File: src/rtl/pixel_writer.sv
// Pixel FIFO feeding a framebuffer write port, plus a full-screen clear sweep.
// First write presented one edge after enqueue; in_ready drops at DEPTH pending pixels, mem_ready stalls drain and sweep.
module pixel_writer #(
    parameter int DEPTH = 4,
    parameter int SCR_W = 160,
    parameter int SCR_H = 120
) (
    input  logic        clk,
    input  logic        resetn,
    input  logic [9:0]  x,
    input  logic [9:0]  y,
    input  logic [2:0]  colour,
    input  logic        writeEn,
    output logic        in_ready,
    input  logic        clear,
    input  logic [2:0]  clear_colour,
    output logic [14:0] mem_addr,
    output logic [2:0]  mem_data,
    output logic        mem_we,
    input  logic        mem_ready,
    output logic        busy,
    output logic        overflow
);
    localparam int PW = $clog2(DEPTH);
    localparam int CW = $clog2(DEPTH) + 1;
    localparam logic [14:0] LAST_ADDR = 15'(SCR_W * SCR_H - 1);
    localparam logic [9:0]  W10 = 10'(SCR_W);
    localparam logic [9:0]  H10 = 10'(SCR_H);

    typedef enum logic [1:0] {IDLE, DRAIN, CLEAR} state_t;

    state_t        state_q;
    logic [14:0]   fifo_addr_q [DEPTH];
    logic [2:0]    fifo_col_q  [DEPTH];
    logic [PW-1:0] wr_ptr_q, wr_ptr_d;
    logic [PW-1:0] rd_ptr_q, rd_ptr_d;
    logic [CW-1:0] count_q, count_d;
    logic [14:0]   mem_addr_q;
    logic [2:0]    mem_data_q;
    logic          mem_we_q;
    logic [14:0]   sweep_q;
    logic          clr_pend_q;
    logic [2:0]    pend_col_q;
    logic          overflow_q;

    logic        in_range, push, pop, free, fifo_ne, clr_req;
    logic [14:0] lin_addr;

    assign fifo_ne  = (count_q != '0);
    assign in_ready = (count_q != CW'(DEPTH));
    assign in_range = (x < W10) && (y < H10);
    assign lin_addr = 15'(20'(y) * 20'(SCR_W) + 20'(x));
    assign push     = writeEn && in_ready && in_range;
    assign free     = !mem_we_q || mem_ready;
    assign clr_req  = clear || clr_pend_q;

    // Pixels stay queued until memory can take them, so in_ready reflects the whole backlog.
    always_comb begin
        pop = 1'b0;
        if (fifo_ne && mem_ready) begin
            if (state_q == IDLE)
                pop = !clear;
            else if (state_q == DRAIN)
                pop = !clr_req;
        end
    end

    always_comb begin
        wr_ptr_d = push ? wr_ptr_q + 1'b1 : wr_ptr_q;
        rd_ptr_d = pop  ? rd_ptr_q + 1'b1 : rd_ptr_q;
        count_d  = count_q + CW'(push) - CW'(pop);
    end

    always_ff @(posedge clk) begin
        if (push) begin
            fifo_addr_q[wr_ptr_q] <= lin_addr;
            fifo_col_q[wr_ptr_q]  <= colour;
        end
    end

    always_ff @(posedge clk or negedge resetn) begin
        if (!resetn) begin
            wr_ptr_q <= '0;
            rd_ptr_q <= '0;
            count_q  <= '0;
        end else begin
            wr_ptr_q <= wr_ptr_d;
            rd_ptr_q <= rd_ptr_d;
            count_q  <= count_d;
        end
    end

    always_ff @(posedge clk or negedge resetn) begin
        if (!resetn) begin
            state_q    <= IDLE;
            mem_addr_q <= '0;
            mem_data_q <= '0;
            mem_we_q   <= 1'b0;
            sweep_q    <= '0;
            clr_pend_q <= 1'b0;
            pend_col_q <= '0;
            overflow_q <= 1'b0;
        end else begin
            if (writeEn && !in_ready && in_range)
                overflow_q <= 1'b1;
            case (state_q)
                IDLE: begin
                    if (clear) begin
                        state_q    <= CLEAR;
                        sweep_q    <= '0;
                        mem_addr_q <= '0;
                        mem_data_q <= clear_colour;
                        mem_we_q   <= 1'b1;
                    end else if (pop) begin
                        state_q    <= DRAIN;
                        mem_addr_q <= fifo_addr_q[rd_ptr_q];
                        mem_data_q <= fifo_col_q[rd_ptr_q];
                        mem_we_q   <= 1'b1;
                    end else if (fifo_ne) begin
                        state_q    <= DRAIN;
                    end
                end
                DRAIN: begin
                    if (free) begin
                        if (clr_req) begin
                            state_q    <= CLEAR;
                            clr_pend_q <= 1'b0;
                            sweep_q    <= '0;
                            mem_addr_q <= '0;
                            mem_data_q <= clear ? clear_colour : pend_col_q;
                            mem_we_q   <= 1'b1;
                        end else if (pop) begin
                            mem_addr_q <= fifo_addr_q[rd_ptr_q];
                            mem_data_q <= fifo_col_q[rd_ptr_q];
                            mem_we_q   <= 1'b1;
                        end else begin
                            mem_we_q <= 1'b0;
                            if (!fifo_ne)
                                state_q <= IDLE;
                        end
                    end else if (clear) begin
                        // Held until the stalled write retires so a one-cycle clear is not lost.
                        clr_pend_q <= 1'b1;
                        pend_col_q <= clear_colour;
                    end
                end
                CLEAR: begin
                    if (mem_ready) begin
                        if (sweep_q == LAST_ADDR) begin
                            mem_we_q <= 1'b0;
                            state_q  <= fifo_ne ? DRAIN : IDLE;
                        end else begin
                            sweep_q    <= sweep_q + 15'd1;
                            mem_addr_q <= sweep_q + 15'd1;
                        end
                    end
                end
                default: state_q <= IDLE;
            endcase
        end
    end

    assign mem_addr = mem_addr_q;
    assign mem_data = mem_data_q;
    assign mem_we   = mem_we_q;
    assign overflow = overflow_q;
    assign busy     = (state_q != IDLE) || fifo_ne || mem_we_q;
endmodule

File: config.mk
export PLATFORM = sky130hd
export DESIGN_NAME = pixel_writer
export DESIGN_NICKNAME = d
export VERILOG_FILES = /design/src/rtl/pixel_writer.sv
export SDC_FILE = /design/constraint.sdc
export NUM_CORES = 1
export LEC_CHECK = 0
export CORE_ASPECT_RATIO = 1.5
export CORE_MARGIN = 8
export CORE_UTILIZATION = 50
export CTS_CLUSTER_SIZE = 20
export DETAILED_ROUTE_END_ITERATION = 7
export PLACE_DENSITY = 0.68
export SLEW_MARGIN = 10
export SYNTH_ARGS = -nofsm -noshare
export SYNTH_HDL_FRONTEND = slang
export SYNTH_SLANG_ARGS = --single-unit
File: constraint.sdc
create_clock -name clk -period 8.2 [get_ports clk]
set_input_delay 0.82 -clock clk [delete_from_list [all_inputs] [get_ports clk]]
set_output_delay 0.82 -clock clk [all_outputs]
set_load 0.005 [all_outputs]
==> results.ini, run 1 <==
[pwr]
power_uw = 2270
power.share.clock = 0.322
p_sw_uw = 776
power.leakage_uw = 0.00281
power_frac_comb = 0.323
seqPwrFrac = 0.355
peakVddDrop_v = 0.000168
powerDensity_nw_per_um2 = 304
p_sw_frac = 0.342
intPower_uw = 1490

[sta]
slew-limit-headroom = 0.341
fin_worst_skew_ns = 0.00895
rsz0062_at_grt = false
period_share = 0.403
fmaxAchievable_ghz = 0.303
maxSlewViolCount = 0
whs_ns = 0.417
tns_ns = 0
period_needed_ns = 3.30
worst_slew_pin_slew_ns = 0.989
hold_viol = 0
setup_viol = 0

[cts]
clk_pin_slew_ns = 0.06
ctsResizeCount = 0
cts.path.max_buffers = 2
cts_buffers = 17
insertion_delay_ns = 0.41
post_cts_buffers = 0
root_buffer = clkbuf_16
cts-htree-levels = 4
cts_hold_buf = 0
cts_tree = done
cts.sinks = 120

[drt]
viasPerCell = 5.80
wl_per_cell_um = 18.4
drt_wl_total_um = 13300
drc = 0
ant_nets = 0
drt_pass1_iterations = 5
vias = 4204
drt-initial-drc-count = 155

[global_routing]
grt_usage = 0.174
grt_overflow = 0
antenna_found_initial = 0
grt_max_degree = 49
grt_pass1_vias = 4507
grt_pass1_wl_um = 22500

[worst_setup_path]
worst_r2r_endpoint = count_q[2]
endpoint_kind = flop
crit_path_max_fanout = 4
worst-setup-path-type = in2reg
reg2reg_from = state_q[1]
cp.arrival_ns = 3.52
r2r_slack_ns = 5.17
start_kind = input port
rr_worst_depth = 11
worstPathRequired_ns = 8.41

[synthesis]
synth_cell_types = 56
ys_warn_count = 0
ys_seq_area_frac = 0.540
synth.avg_cell_area_um2 = 12.4
synth_top_area_share = 0.347
yosysMostFrequentCell = edfxtp_1
synthesis.nets = 567
ys_top_cells_by_count = 72 x edfxtp_1, 48 x dfrtp_1, 38 x nand3_1
async_flop_share = 0.400
ys_ff_latch = 120
synth_top_area_cell = edfxtp_1
synthFlopType = edfxtp_1
synth_top_cells_by_area = edfxtp_1 35%, dfrtp_1 19%, mux4_2 6.5%
netlist_area_um2 = 6230
synthCells = 504
synth_edf_count = 72

[place]
portBuffers = 52
hpwl_um = 9500
dp_cells = 693
routabilityCongestion = 0.846

[floorplan]
fp.dieW_um = 107
die_height_um = 153
row_count = 50
core_area_um2 = 12300
start_util = 0.506
die_area_um2 = 16400
boundaryPins = 53

[final_layout]
area_growth_pct = 19.7
drive_above_1_share = 0.118
fin_cells = 725
n_antenna_cell = 0
nNetsFinal = 619
multiInputGateArea_um2 = 2690
fillerInstances = 963
regArea_um2 = 3360

[min_path]
hold_class = in2async

[status]
status = complete, no violations

[job]
cap_viol_max_count = 0

## worst max path at each step
stage / cells past startpoint / startpoint / endpoint / slack, ns
6_report: 9 / y[1] / fifo_addr_q[0][14] / 4.90
5_1_grt: 11 / x[9] / count_q[2] / 4.68
4_1_cts: 9 / y[1] / fifo_addr_q[0][14] / 4.91
3_5_place_dp: 9 / y[1] / fifo_addr_q[1][14] / 4.48
3_3_place_gp: 9 / y[1] / fifo_addr_q[0][14] / 4.57
2_1_floorplan: 8 / y[1] / fifo_addr_q[0][13] / 5.19
## per-stage QoR
| stage | worst slack (ns) | instance area (um^2) | util |
|---|---|---|---|
| final | 4.90 | 7460 | 0.605 |
| after global routing | 4.68 | 7460 | 0.605 |
| after floorplan | 5.19 | 6230 | - |
| after global placement | 4.57 | 6880 | 0.558 |
| after detailed placement | 4.48 | 6880 | 0.558 |
| after CTS | 4.91 | 7460 | 0.605 |
## routing by layer
metal	vias to the layer above	global-route usage	routed length [um]
met4	0	0.0653	206
met3	15	0.0385	425
met1	2081	0.200	5390
met2	95	0.302	7290
met5	-	0	0
li1	2013	-	-
## cell families (layout without fill, tap and decap cells)
kind of cell               count (synthesis)  count (layout)  synth area share
AOI/OAI and AO/OA                        104             104             0.114
xor gates and xnor gates                  25              25            0.0351
adders and majority gates                 32              32            0.0678
buffers and inverters                     45             110            0.0303
DFF                                      120             120             0.540
muxes                                     29              29            0.0839
and+or+nand+nor                          149             149             0.129
## worst max-delay path, stage by stage
cell and delay (ns):
clkdlybuf4s50_1 0.46, ha_1 0.32, ha_1 0.24, fa_1 0.44, a211oi_1 0.28, nor2_1 0.10, nor4_1 0.38, nand4b_1 0.18
xnor2_1 0.28
## power groups by stage
stage               clock network (uW)  logic, uW  registers, uW
floorplan                            0        540            785
global placement                     0        713            814
detailed placement                   0        736            818
CTS                                740        740            806
global route                       769        814            819
finish                             731        734            806
## cells in the final DEF (no fill, tap or decap), types with 9 or more instances in the layout
cell             netlist  final
a22o_1                18     18
nand2_1               27     27
nand3_1               38     38
nor2b_1                9      9
nor2_1                25     25
clkdlybuf4s50_1        0     51
mux4_2                18     18
inv_1                 21     21
o21ai_0               23     23
a21oi_1               23     23
dfrtp_1               48     48
xnor2_1               21     21
clkbuf_16              0     17
ha_1                  29     29
edfxtp_1              72     72
## final cells by class
cell class                 instances  area share
tap                              156      0.0262
inverter                          21      0.0106
timing repair buffer              57      0.0745
multi-input combinational        339       0.360
sequential                       120       0.451
clock buffer                      17      0.0570
clock inverter                    15      0.0208
## state kept, by name, summed over array words and instances (netlist names), 2 cells and up
signal / count
mem_data: 3
rd_ptr_q: 2
state_q: 2
wr_ptr_q: 2
fifo_addr_q: 60
mem_addr: 15
sweep_q: 15
fifo_col_q: 12
count_q: 3
pend_col_q: 3
(Power assumes the default switching activity.)
==> run 2: changes to the inputs <==
PLACE_DENSITY = 0.71   (was 0.68)
clock period = 3 ns   (was 8.2 ns; I/O delays follow)
==> run 2 against run 1 <==
Setup slack got worse by 4.6 ns; total power increased to 2.8 times the previous value; die area unchanged; utilization increased by 1.7 points; via count increased by 3.3%; clock power increased to 2.8 times the previous value; sequential power increased to 2.7 times the previous value; global-route usage decreased by 0.11 points; routed wire length about the same; clock skew increased by 0.0029 ns; register-to-register slack got worse by 4.7 ns; sequential share of layout area decreased by 1.2 points.
==> results.ini, run 2 (synthesis gave the netlist of run 1 again) <==
[worst_setup_path]
cp.arrival_ns = 2.91  ; -0.61 ns
cp_num_buf_inv = 1  ; unchanged
max_stage_delay_ns = 0.42  ; -0.04 ns
reg2reg_from = sweep_q[0]
worst_r2r_endpoint = state_q[0]
crit_path_frequent_cell = ha_1
start_kind = input port
worst-setup-path-type = in2reg
r2r_slack_ns = 0.50  ; -4.67 ns
crit_path_max_fanout = 4  ; unchanged
rr_worst_depth = 6  ; -5
path_cells = clkdlybuf4s50_1 -> ha_1 -> ha_1 -> fa_1 -> a211oi_1 -> nor2_1 -> nor4_1 -> o211ai_1 -> xnor2_1
worstPathRequired_ns = 3.21  ; -5.20 ns
cp_slowest_cell = clkdlybuf4s50_1
endpoint_kind = flop
critical_path.top_delay_family = adder cells

[drt]
drc = 0  ; unchanged
viasPerCell = 5.84  ; +0.78%
top_layer = met4
wl_met3_um = 533  ; +25%
vias = 4342  ; +3.3%
ant_nets = 0  ; unchanged
met1_length_um = 5220  ; -3.1%
wl_met2_um = 7240  ; -0.69%
drt_pass1_iterations = 4  ; -1
drt_wl_total_um = 13300  ; about the same
drt-initial-drc-count = 165  ; +6.5%
wl_per_cell_um = 17.9  ; -2.5%

[final_layout]
area_growth_pct = 23.0
drive_above_1_share = 0.141  ; +0.0236
final_cell_mix = 72 x edfxtp_1, 51 x clkdlybuf4s50_1, 48 x dfrtp_1
layout_commonest_cell = edfxtp_1
largest_register = fifo_addr_q
nNetsFinal = 637  ; +2.9%
n_antenna_cell = 0  ; unchanged
final_area_um2 = 7670  ; +2.8%
largest_register_ffs = 60  ; unchanged

[pwr]
powerDensity_nw_per_um2 = 821  ; +170%
power.leakage_uw = 0.00293  ; +4.2%
p_sw_frac = 0.324  ; -0.0175
power.share.clock = 0.328  ; +0.006
peakVddDrop_v = 0.000431  ; +160%
seqPwrFrac = 0.349  ; -0.006
power_frac_comb = 0.323  ; about the same
power_uw = 6300  ; +180%
intPower_uw = 4250  ; +180%
p_sw_uw = 2040  ; +160%

[cts]
cts.path.max_buffers = 2  ; unchanged
root_buffer = clkbuf_16
cts_buffers = 17  ; unchanged
cts_hold_buf = 0  ; unchanged
post_cts_buffers = 0  ; unchanged
ctsResizeCount = 0  ; unchanged
cts-htree-levels = 4  ; unchanged
clk_pin_slew_ns = 0.05  ; about the same
cts_tree = done
insertion_delay_ns = 0.42  ; about the same
cts.sinks = 120  ; unchanged

[place]
portBuffers = 52  ; unchanged
hpwl_um = 9560  ; +0.65%
postPlaceCellArea_um2 = 7050  ; +2.6%
routabilityCongestion = 0.843  ; -0.40%

[sta]
slew-limit-headroom = 0.423  ; +0.0822
fin_worst_skew_ns = 0.0119  ; +0.00294 ns
setup_viol = 0  ; unchanged
whs_ns = 0.455  ; +0.0372 ns
tns_ns = 0  ; unchanged
maxSlewViolCount = 0  ; unchanged
period_share = 0.901
period_needed_ns = 2.70
hold_viol = 0  ; unchanged
worst_slew_pin_slew_ns = 0.865  ; -0.123 ns
rsz0062_at_grt = false
fmaxAchievable_ghz = 0.370

[floorplan]
core_area_um2 = 12300  ; unchanged
row_count = 50  ; unchanged
start_util = 0.506  ; unchanged
die_area_um2 = 16400  ; unchanged
boundaryPins = 53  ; unchanged
fp.dieW_um = 107  ; unchanged
die_height_um = 153  ; unchanged

[job]
cap_viol_max_count = 0  ; unchanged

[global_routing]
grt_pass1_wl_um = 22500  ; about the same
grt_max_degree = 49  ; unchanged
grt_usage = 0.172  ; -0.00108
antenna_found_initial = 0  ; unchanged
grt_overflow = 0  ; unchanged
grt_pass1_vias = 4650  ; +3.2%

[status]
status = complete, no violations

[min_path]
hold_class = in2async

run 2: changes by cell type in the layout (fill, tap and decap cells not counted):
| cell | change |
|---|---|
| clkinv_4 | +2 |
| clkbuf_1 | +1 |
| buf_4 | +13 |
| inv_8 | -3 |
| inv_6 | -3 |
| buf_12 | +4 |
| clkinv_2 | +3 |
| clkinvlp_4 | -2 |
| bufinv_16 | +2 |
| dlygate4sd3_1 | +1 |
run 2: routing by layer:
layer  track usage  vias to the layer above
met5             0                        -
met4        0.0943                        0
met3        0.0368                       26
met2         0.301                      126
met1         0.187                     2137
li1              -                     2053
run 2: how the worst max path moves through the flow:
| stage | from | to | slack [ns] | cells past startpoint |
|---|---|---|---|---|
| final | y[1] | fifo_addr_q[3][13] | 0.30 | 9 |
| after global routing | y[3] | fifo_addr_q[0][14] | 0.13 | 9 |
| after CTS | y[1] | fifo_addr_q[0][13] | 0.29 | 9 |
| after detailed placement | y[1] | fifo_addr_q[2][13] | -0.16 | 9 |
| after global placement | y[1] | fifo_addr_q[0][14] | -0.04 | 9 |
| after floorplan | state_q[0] | count_q[2] | 0.44 | 11 |
run 2: cell type report:
cell class,instances,area (um^2)
clock inverters,14,173
inverters,21,78.8
flip-flops and latches,120,3360
repair buffers,75,743
clock buffers,18,429
fillers,967,4660
well taps,156,195
multi-input cells,339,2690
run 2: worst reg2reg max path: stages, from the launching register on:
cell and delay [ns]:
dfrtp_1 0.44, ha_1 0.29, nand3_1 0.28, nor4_4 0.42, nand2_1 0.20, a221oi_2 0.39
mux2_1 0.36
run 2: stage by stage:
step	worst slack [ns]	instances	util
floorplan	0.438	504	-
global placement	-0.0408	710	0.572
detailed placement	-0.160	710	0.572
CTS	0.294	742	0.621
global route	0.132	743	0.622
finish	0.298	743	0.622
run 2: power by group through the flow:
stage	clock network (uW)	registers [uW]	logic (uW)
finish	2060	2200	2030
global placement	0	2220	1980
detailed placement	0	2230	2050
global route	2160	2230	2260
CTS	2090	2200	2060
floorplan	0	2150	1480
==> run 3: changes to the inputs <==
PLACE_DENSITY = 0.68   (was 0.71)
SLEW_MARGIN = default   (was 10)
clock period = 2.8 ns   (was 3 ns; I/O delays follow)
==> run 3 against run 2 <==
Cell area grew 2.4%; sequential cell count is the same; routed wire length grew 1.9%; global-route usage grew 0.30 points; clock power grew 7%; worst hold slack lost 0.37 ns; first-iteration DRC count grew 39%; critical path type unchanged; largest cell class unchanged; highest routed layer unchanged.
==> results.ini, run 3 (synthesis gave the netlist of run 1 again) <==
[place]
routabilityCongestion = 0.903  ; +7.2%
hpwl_um = 9770  ; +2.1%
portBuffers = 52  ; unchanged
postPlaceCellArea_um2 = 7220  ; +2.4%

[cts]
cts-htree-levels = 4  ; unchanged
cts_hold_buf = 0  ; unchanged
ctsResizeCount = 0  ; unchanged
cts.sinks = 120  ; unchanged
cts_buffers = 17  ; unchanged
insertion_delay_ns = 0.42  ; about the same
root_buffer = clkbuf_16
clk_pin_slew_ns = 0.06  ; about the same
post_cts_buffers = 0  ; unchanged
cts_tree = done
cts.path.max_buffers = 2  ; unchanged

[floorplan]
boundaryPins = 53  ; unchanged
die_area_um2 = 16400  ; unchanged
row_count = 50  ; unchanged
die_height_um = 153  ; unchanged
start_util = 0.506  ; unchanged
core_area_um2 = 12300  ; unchanged
fp.dieW_um = 107  ; unchanged

[pwr]
powerDensity_nw_per_um2 = 871  ; +6.0%
p_sw_frac = 0.334  ; +0.00947
power_uw = 6840  ; +8.6%
power.share.clock = 0.323  ; -0.005
power_frac_comb = 0.334  ; +0.011
power.leakage_uw = 0.00305  ; +4.1%
peakVddDrop_v = 0.000350  ; -19%
p_sw_uw = 2280  ; +12%
seqPwrFrac = 0.343  ; -0.006
intPower_uw = 4550  ; +7.1%

[status]
status = complete, no violations

[sta]
fmaxAchievable_ghz = 0.390
period_share = 0.917
rsz0062_at_grt = false
period_needed_ns = 2.57
slew-limit-headroom = 0.248  ; -0.175
hold_viol = 0  ; unchanged
maxSlewViolCount = 0  ; unchanged
whs_ns = 0.0801  ; -0.375 ns
fin_worst_skew_ns = 0.00882  ; -0.00307 ns
setup_viol = 0  ; unchanged
worst_slew_pin_slew_ns = 1.13  ; +0.262 ns

[worst_setup_path]
crit_path_max_fanout = 4  ; unchanged
worstPathRequired_ns = 2.95  ; -0.26 ns
max_stage_delay_ns = 0.43  ; about the same
worst-setup-path-type = in2reg
start_kind = input port
crit_path_frequent_cell = ha_1
path_cells = clkdlybuf4s50_1 -> ha_1 -> ha_1 -> fa_1 -> a211oi_2 -> nor2_1 -> nor4_2 -> nand4b_1 -> xnor2_2
cp_slowest_cell = clkdlybuf4s50_1
cp.arrival_ns = 2.72  ; -0.19 ns
endpoint_kind = flop

[global_routing]
grt_pass1_wl_um = 22800  ; +1.4%
grt_usage = 0.175  ; +0.00297
grt_max_degree = 49  ; unchanged
grt_overflow = 0  ; unchanged
antenna_found_initial = 0  ; unchanged
grt_pass1_vias = 4708  ; +1.2%

[drt]
vias = 4428  ; +2.0%
drt_wl_total_um = 13600  ; +1.9%
viasPerCell = 5.78  ; -1.1%
drt-initial-drc-count = 229  ; +39%
ant_nets = 0  ; unchanged
drt_pass1_iterations = 5  ; +1
wl_per_cell_um = 17.7  ; -1.2%
drc = 0  ; unchanged

[final_layout]
nNetsFinal = 660  ; +3.6%
largest_register = fifo_addr_q
n_antenna_cell = 0  ; unchanged
largest_register_ffs = 60  ; unchanged
drive_above_1_share = 0.184  ; +0.0422
final_area_um2 = 7850  ; +2.4%
area_growth_pct = 26.0
fillerInstances = 901  ; -6.8%
layout_commonest_cell = edfxtp_1
final_cell_mix = 72 x edfxtp_1, 51 x clkdlybuf4s50_1, 48 x dfrtp_1

[min_path]
hold_class = in2async

[job]
cap_viol_max_count = 0  ; unchanged

-- run 3: cell types whose count changed in the layout (fill, tap and decap cells not counted), sizes merged --
cell         previous run  this run
buf                    23        47
dlygate4sd3             1         0
bufinv                  3         2
clkinv                  5         2
clkinvlp                2         3
clkbuf                 18        17
inv                    25        29
-- run 3: power groups by stage --
stage | clock, uW | combinational, uW | sequential (uW)
2_1_floorplan | 0 | 1580 | 2300
3_3_place_gp | 0 | 2200 | 2370
3_5_place_dp | 0 | 2280 | 2380
4_1_cts | 2240 | 2290 | 2350
5_1_grt | 2330 | 2520 | 2380
6_report | 2210 | 2280 | 2340
-- run 3: cell type report --
type / instances / area (um^2) / share of cell area
clock buffer: 17 / 425 / 0.0542
multi-input combinational: 339 / 2710 / 0.345
clock inverter: 15 / 180 / 0.0229
tap: 156 / 195 / 0.0249
timing repair buffer: 98 / 898 / 0.114
inverter: 21 / 78.8 / 0.0100
sequential: 120 / 3360 / 0.428
-- run 3: path summary, 6_finish.rpt --
path | slack (ns) | end | from | depth (start not counted)
worst min register to register | 0.47 | overflow | overflow | 1
worst max-delay path | 0.23 | fifo_addr_q[0][14] | y[1] | 9
worst min-delay path | 0.08 | pend_col_q[0] | resetn | 1
min in group clk | 0.47 | overflow | overflow | 1
worst max register to register | 0.34 | state_q[1] | sweep_q[10] | 5
max in group asynchronous | 2.02 | rd_ptr_q[0] | resetn | 1
-- run 3: worst max-delay path, delay by kind of cell --
family	cells	cell delay, ns
adder cells (fa/ha/maj)	3	0.96
AO/OA/AOI/OAI	1	0.24
buffers and inverters	1	0.43
XOR/XNOR	1	0.19
AND/OR/NAND/NOR	3	0.61
-- run 3: metrics by stage --
stage          TNS, ns   util  worst slack, ns  cells
2_1_floorplan        0      -            0.238    504
3_3_place_gp     -2.14  0.586           -0.225    734
3_5_place_dp     -4.02  0.586           -0.327    734
4_1_cts              0  0.635            0.101    766
5_1_grt              0  0.637           0.0119    766
6_report             0  0.637            0.233    766
-- run 3: per-layer routing --
metal / track usage / part of all wire
met1: 0.193 / 0.39
met3: 0.0445 / 0.040
met4: 0.0835 / 0.028
met5: 0 / 0
met2: 0.304 / 0.55
